**src/rtl/mux4_rr_arbiter.sv**
```systemverilog
// Round-robin arbiter driving the select pair and one-hot grant of a shared 4-to-1 mux.
// Optional hold-time pre-emption is enabled by defining MUX_ARB_TIMEOUT_EN.
module mux4_rr_arbiter #(
  parameter int unsigned MAX_HOLD = 8,
  parameter int unsigned CNT_W    = $clog2(MAX_HOLD) + 1
) (
  input  logic       clk,
  input  logic       rst,
  input  logic [3:0] req,
  output logic [3:0] gnt,
  output logic       sel0,
  output logic       sel1,
  output logic       busy
);

  typedef enum logic {S_IDLE, S_GRANT} state_t;

  state_t     r_state, w_state_nxt;
  logic [1:0] r_owner, w_owner_nxt;
  logic [1:0] r_last, w_last_nxt;
  logic [3:0] r_gnt;
  logic       r_busy;
  logic [1:0] r_sel;
  logic [2:0] w_pick;
  logic       w_release;

  if (MAX_HOLD < 2 || CNT_W != $clog2(MAX_HOLD) + 1) begin : g_param_check
    $error("mux4_rr_arbiter: MAX_HOLD must be >= 2 and CNT_W must stay derived");
  end

  // First set request after base in RR order; {found, index}. incl_base allows base itself last.
  function automatic logic [2:0] rr_pick(input logic [3:0] r, input logic [1:0] base,
                                         input logic incl_base);
    logic       found;
    logic [1:0] pick;
    logic [1:0] idx;
    found = 1'b0;
    pick  = 2'd0;
    for (int k = 1; k <= 4; k++) begin
      idx = base + 2'(k);
      if (!found && r[idx] && (k != 4 || incl_base)) begin
        found = 1'b1;
        pick  = idx;
      end
    end
    return {found, pick};
  endfunction

`ifdef MUX_ARB_TIMEOUT_EN
  localparam logic [CNT_W-1:0] CNT_MAX = CNT_W'(MAX_HOLD - 1);

  logic [CNT_W-1:0] r_cnt, w_cnt_nxt;
  logic [3:0]       w_others;

  assign w_others  = req & ~(4'b0001 << r_owner);
  assign w_release = !req[r_owner] || ((r_cnt >= CNT_MAX) && (|w_others));

  // Counter restarts on every new grant and saturates while the owner keeps it.
  always_comb begin
    w_cnt_nxt = '0;
    if (r_state == S_GRANT && !w_release) begin
      w_cnt_nxt = (r_cnt >= CNT_MAX) ? r_cnt : r_cnt + CNT_W'(1);
    end
  end

  always_ff @(posedge clk) begin
    if (rst) r_cnt <= '0;
    else     r_cnt <= w_cnt_nxt;
  end
`else
  assign w_release = !req[r_owner];
`endif

  // Next owner: from IDLE the scan includes the last owner, on release it excludes it.
  always_comb begin
    w_state_nxt = r_state;
    w_owner_nxt = r_owner;
    w_last_nxt  = r_last;
    w_pick      = (r_state == S_IDLE) ? rr_pick(req, r_last, 1'b1)
                                      : rr_pick(req, r_owner, 1'b0);
    case (r_state)
      S_IDLE: begin
        if (w_pick[2]) begin
          w_state_nxt = S_GRANT;
          w_owner_nxt = w_pick[1:0];
        end
      end
      S_GRANT: begin
        if (w_release) begin
          w_last_nxt = r_owner;
          if (w_pick[2]) w_owner_nxt = w_pick[1:0];
          else           w_state_nxt = S_IDLE;
        end
      end
      default: w_state_nxt = S_IDLE;
    endcase
  end

  always_ff @(posedge clk) begin
    if (rst) begin
      r_state <= S_IDLE;
      r_owner <= 2'd0;
      r_last  <= 2'd3;
      r_gnt   <= 4'b0000;
      r_busy  <= 1'b0;
      r_sel   <= 2'd0;
    end else begin
      r_state <= w_state_nxt;
      r_owner <= w_owner_nxt;
      r_last  <= w_last_nxt;
      r_gnt   <= (w_state_nxt == S_GRANT) ? (4'b0001 << w_owner_nxt) : 4'b0000;
      r_busy  <= (w_state_nxt == S_GRANT);
      r_sel   <= w_owner_nxt;
    end
  end

  assign gnt  = r_gnt;
  assign busy = r_busy;
  assign sel0 = r_sel[0];
  assign sel1 = r_sel[1];

endmodule

```
**config.mk**
```make
export PLATFORM = sky130hd
export DESIGN_NAME = mux4_rr_arbiter
export DESIGN_NICKNAME = d
export VERILOG_FILES = /design/src/rtl/mux4_rr_arbiter.sv
export SDC_FILE = /design/constraint.sdc
export NUM_CORES = 1
export LEC_CHECK = 0
export ABC_AREA = 1
export CELL_PAD_IN_SITES_DETAIL_PLACEMENT = 1
export CELL_PAD_IN_SITES_GLOBAL_PLACEMENT = 2
export CORE_MARGIN = 2
export CORE_UTILIZATION = 28
export CTS_BUF_LIST = sky130_fd_sc_hd__clkbuf_2
export DETAILED_ROUTE_END_ITERATION = 8
export PLACE_DENSITY_LB_ADDON = 0.1
export SLEW_MARGIN = 20
export SYNTH_ARGS = -nofsm -noshare
export SYNTH_HDL_FRONTEND = slang
export SYNTH_SLANG_ARGS = --single-unit
```
**constraint.sdc**
```tcl
create_clock -name clk -period 1.9 [get_ports clk]
set_input_delay 0.57 -clock clk [delete_from_list [all_inputs] [get_ports clk]]
set_output_delay 0.57 -clock clk [all_outputs]
set_load 0.01 [all_outputs]
```
Word level (Yosys, flattened, before mapping). Cells that the tools add are included.

Register bits: 9. Bits in latches: 0. Memory bits (writable): 0. ROM bits: 0. Bits of input ports: 6. Output and inout bits: 7. Logic and storage cells: 71. Memories: 0.

Add/subtract/negate cells: 6. $mul: 0. Divide/modulo/power cells: 0. $lt $le $gt $ge: 8. Equal/unequal tests: 0. Shift operators: 1. Muxes and demuxes: 37. Bitwise logic cells: 3. Reduce and logical (&&, ||, !) cells: 12.

Operators by type and width (count): < comparator 2 x 3 -> 1 bit, second input constant (8); two-way mux 2 bit (9); two-way mux 1 bit (17); binary-select mux 1 bit (select 2 bit) (8); adder 2 bit, second input constant (4); logical AND 1 bit (5); zero test 1 bit (5); adder 2 x 1 -> 2 bit, second input constant (2); one-hot mux 2 bit (2 select lines) (1); << shifter 1 x 2 -> 4 bit, first input constant (1); two-way mux 3 bit (1); NOT 1 bit (3); one-hot mux 1 bit (2 select lines) (1); AND reduction 2 bit (1); OR reduction 2 bit (1).

Longest topological paths before layout.
Word-level depth: 19. Mapped depth: 15. Mapped depth without buffers: 14.

Worst setup path after synthesis. Ideal clock, no wire load.

Kind: input -> register. Start: input req[3]. End: register r_gnt[3], in the netlist gnt[3]. Setup time: 117 ps. Arrival: 1385 ps. Data required time: 1783 ps. Slack: 398 ps. Stages on the path: 10. Path buffers: 0. Cells stage by stage: nand2_1 > nand2_2 > nand2_2 > nand2_2 > nor2_4 > nand3_1 > nand2_1 > nand2_1 > a21oi_2 > nor2_1.

Word-level cells in the longest chain between the ends: 18. Elaborated cells between the ends (all ways): 50. Classes of those cells: shift (1); mux (37); bitwise (1); reduce/logical (11).

RTL lines: start: declaration (line 9) `input logic [3:0] req,`; binary-select mux 1 bit (select 2 bit) (line 41) `if (!found && r[idx] && (k != 4 || incl_base)) begin`; two-way mux 1 bit (not written as such) (line 41); two-way mux 1 bit (line 41); zero test 1 bit (line 41); logical AND 1 bit (line 41); two-way mux 1 bit (line 41); zero test 1 bit (line 41); logical AND 1 bit (line 41); [... 2 more ...]; logical AND 1 bit (line 41); two-way mux 1 bit (line 41); two-way mux 3 bit (line 79) `w_pick = (r_state == S_IDLE) ? rr_pick(req, r_last, 1'b1)`; two-way mux 1 bit (line 83, 91); two-way mux 1 bit (line 89) `if (w_release) begin`; one-hot mux 1 bit (2 select lines) (line 81) `case (r_state)`; NOT 1 bit (no source line); OR reduction 2 bit (no source line); end signal: assignment (line 111) `r_gnt <= (w_state_nxt == S_GRANT) ? (4'b0001 << w_owner_nxt) : 4'b0000;`; end: declaration (line 21) `logic [3:0] r_gnt;`.

Several ways; a longest one is shown, not always the timed one. The select of a mux whose other input is x is not followed. A chain may end at the register's enable or synchronous reset.

Final worst setup path.
Start: register r_sel[0]. End: output sel0.

RTL lines: start: declaration (line 23) `logic [1:0] r_sel;`; start signal: assignment (line 113) `r_sel <= w_owner_nxt;`; end: declaration (line 11) `output logic sel0,`.

No word-level cell between the ends.

==> flow_summary.yaml <==
status:
  status: "finished clean"
logic_synthesis:
  yosysSeqAreaShare: 0.2014
  synth_nets: 167
  ys_top_cells_by_count: "79 x nand2_1, 14 x nand2_2, 11 x inv_1, 11 x nand3_1"
  yosysTopAreaCell: "nand2_1"
  ys.flop_type: "dfxtp_1"
  ys_seq_elements: 9
  synth_cell_types: 21
  synth_edf_count: 0
  avgSynthCellArea_um2: 5.557
  ys_warn_count: 0
  syn_area_um2: 894.6
  synth_top_area_frac: 0.3315
  ys_async_sr_fraction: 0
  syn_inst: 161
  yosysMostFrequentCell: "nand2_1"
  synthTopCellsByArea: "nand2_1 33%, dfxtp_1 20%, nand2_2 9.8%"
setup_path:
  critical_path_required_ns: 1.33
  critPathMaxFanout: 8
  reg2reg_depth: 12
  cp.depth: 1
  crit-reg2reg-launch: "r_last[0]$_SDFFE_PP1P_"
  reg2reg_slack_ns: 0.18
  reg2reg_to: "r_sel[0]$_SDFF_PP0_"
  endpoint_kind: "primary output"
  worstSetupStartpoint: "r_sel[0]$_SDFF_PP0_"
  start_kind: "flop"
  worst_path_max_delay_cell: "clkdlybuf4s50_1"
  path_class: "reg2out"
  cpLargestDelayFamily: "buffers and inverters"
  crit_buf_inv: 1
  crit_chain: "clkdlybuf4s50_1"
  cp.arrival_ns: 1.26
  endpoint: "sel0"
  worst_path_largest_cell_delay_ns: 0.57
detailed_routing:
  drtAntennaViolNets: 0
  wire_per_inst_um: 11.43
  vias: 1029
  drt_first_pass_iters: 4
  drtIter0Drc: 50
  vias_per_cell: 4.573
  drc: 0
  wl_um: 2571
finish:
  fin_area_um2: 1102
  fill_cells: 437
  area_growth_pct: 23.22
  drive_above_1_share: 0.2265
  nets: 188
  antenna-diode-count: 0
global_route:
  grt_use_total: 0.1562
  grt_pass1_vias: 1010
  grt_max_degree: 12
  grt_overflow_total: 0
  grt_pass1_wl_um: 4360
  antenna_found_initial: 0
placed_design:
  io_buffers: 12
  dpl_cell_area_um2: 1089
  hpwl_um: 2147
  routabilityCongestion: 0.7923
timing:
  final.setup_skew_ns: 0.0004365
  max_freq_ghz: 0.5468
  min_period_ns: 1.829
  maxSlewViolCount: 0
  slew_headroom: 0.7744
  finalHoldViolCount: 0
  setup-violations-final: 0
  finalCritPeriodShare: 0.9626
  rsz0062_at_grt: "no"
  tns_ns: 0
  worst_pin_slew_ns: 0.3381
pwr:
  power.density_nw_per_um2: 1720
  peakVddDrop_v: 0.0005717
  p_leak_nw: 0.6165
clock_network:
  clk_path_buf_depth: 2
  cts_sinks: 9
  clock_latency_ns: 0.24
  path_clk_slew_ns: 0.09
  postCtsSetupBuffers: 0
  ctsHtreeMaxLevel: 1
  cts_tree: "yes"
  cts_buffers: 3
  clockRootBuffer: "clkbuf_2"
floorplanning:
  core-area_um2: 3053
  ios: 13
  die_w_um: 60.53
  initial_core_util: 0.2930
  num_rows: 20
  die_height_um: 60.53
  dieArea_um2: 3663
min_path:
  hold_class: "reg2reg"
run:
  drv_cap: 0
power by group:
part,internal (mW),switching (mW),leakage (nW)
logic,0.555,0.861,0.525
clock network,0.0559,0.0652,0.0166
registers,0.268,0.0914,0.0754
layer usage:
metal / wire length [um] / part of all wire / global-route usage
met1: 1243 / 0.48 / 0.2041
met2: 1273 / 0.50 / 0.2686
met3: 45 / 0.018 / 0.01493
met4: 9 / 0.0035 / 0.05590
met5: 0 / 0 / 0
registers in the layout, summed over array words and instances, names as in the netlist:
| signal | cells |
|---|---|
| r_last | 2 |
| gnt | 4 |
| r_sel | 2 |
| busy | 1 |
kinds of logic after synthesis:
| kind of cell | after synthesis | synth area share |
|---|---|---|
| AND/OR/NAND/NOR | 125 | 0.6238 |
| flip-flops | 9 | 0.2014 |
| AO/OA/AOI/OAI | 7 | 0.05175 |
| buffers and inverters | 20 | 0.1231 |
layout by cell type, fill, tap and decap left out, types with 6 or more instances in the layout:
| cell type | netlist | routed |
|---|---|---|
| nand2_1 | 79 | 79 |
| nand2_2 | 14 | 14 |
| inv_1 | 11 | 11 |
| nand3_1 | 11 | 11 |
| nor2_1 | 9 | 9 |
| buf_4 | 2 | 9 |
| clkdlybuf4s50_1 | 0 | 8 |
| nand4_1 | 7 | 7 |
| dfxtp_1 | 9 | 7 |
| clkbuf_2 | 0 | 6 |
area by class of cell:
| type | instances | area, um^2 | area share |
|---|---|---|---|
| Clock buffer | 4 | 20.02 | 0.01816 |
| Inverter | 15 | 61.31 | 0.05562 |
| Multi-Input combinational cell | 132 | 604.3 | 0.5482 |
| Sequential cell | 9 | 185.2 | 0.1680 |
| Tap cell | 44 | 55.05 | 0.04994 |
| Timing Repair Buffer | 21 | 176.4 | 0.1600 |
stage by stage:
step | hold slack (ns) | setup slack (ns) | utilization | cells | power [mW]
2_1_floorplan | 0.5758 | 0.3975 | - | 161 | 1.371
3_3_place_gp | 0.6175 | -0.3402 | 0.3566 | 221 | 1.750
3_5_place_dp | 0.6220 | -0.4074 | 0.3566 | 221 | 1.785
4_1_cts | 0.6053 | 0.04016 | 0.3623 | 225 | 1.919
5_1_grt | 0.6134 | 0.005674 | 0.3611 | 225 | 2.123
6_report | 0.5898 | 0.07112 | 0.3611 | 225 | 1.896
timing repair:
item | 4_1_cts | 5_1_grt
resized for setup | 6 | 6
pin swaps | 0 | 1
endpoints found under the hold margin | 0 | 0
hold buffers | 0 | 0
endpoints found under the setup margin | 9 | 6
worst min path at each step:
stage	start	end	slack [ns]	cells after the start
3_3_place_gp	busy$_SDFF_PP0_	r_sel[1]$_SDFF_PP0_	0.62	2
2_1_floorplan	busy$_SDFF_PP0_	r_sel[1]$_SDFF_PP0_	0.58	2
6_report	r_sel[1]$_SDFF_PP0_	r_last[1]$_SDFFE_PP1P_	0.59	2
4_1_cts	r_sel[1]$_SDFF_PP0_	r_last[1]$_SDFFE_PP1P_	0.61	2
3_5_place_dp	busy$_SDFF_PP0_	r_sel[1]$_SDFF_PP0_	0.62	2
5_1_grt	r_sel[1]$_SDFF_PP0_	r_last[1]$_SDFFE_PP1P_	0.61	2
No activity file was read; power rests on OpenSTA's default activity.
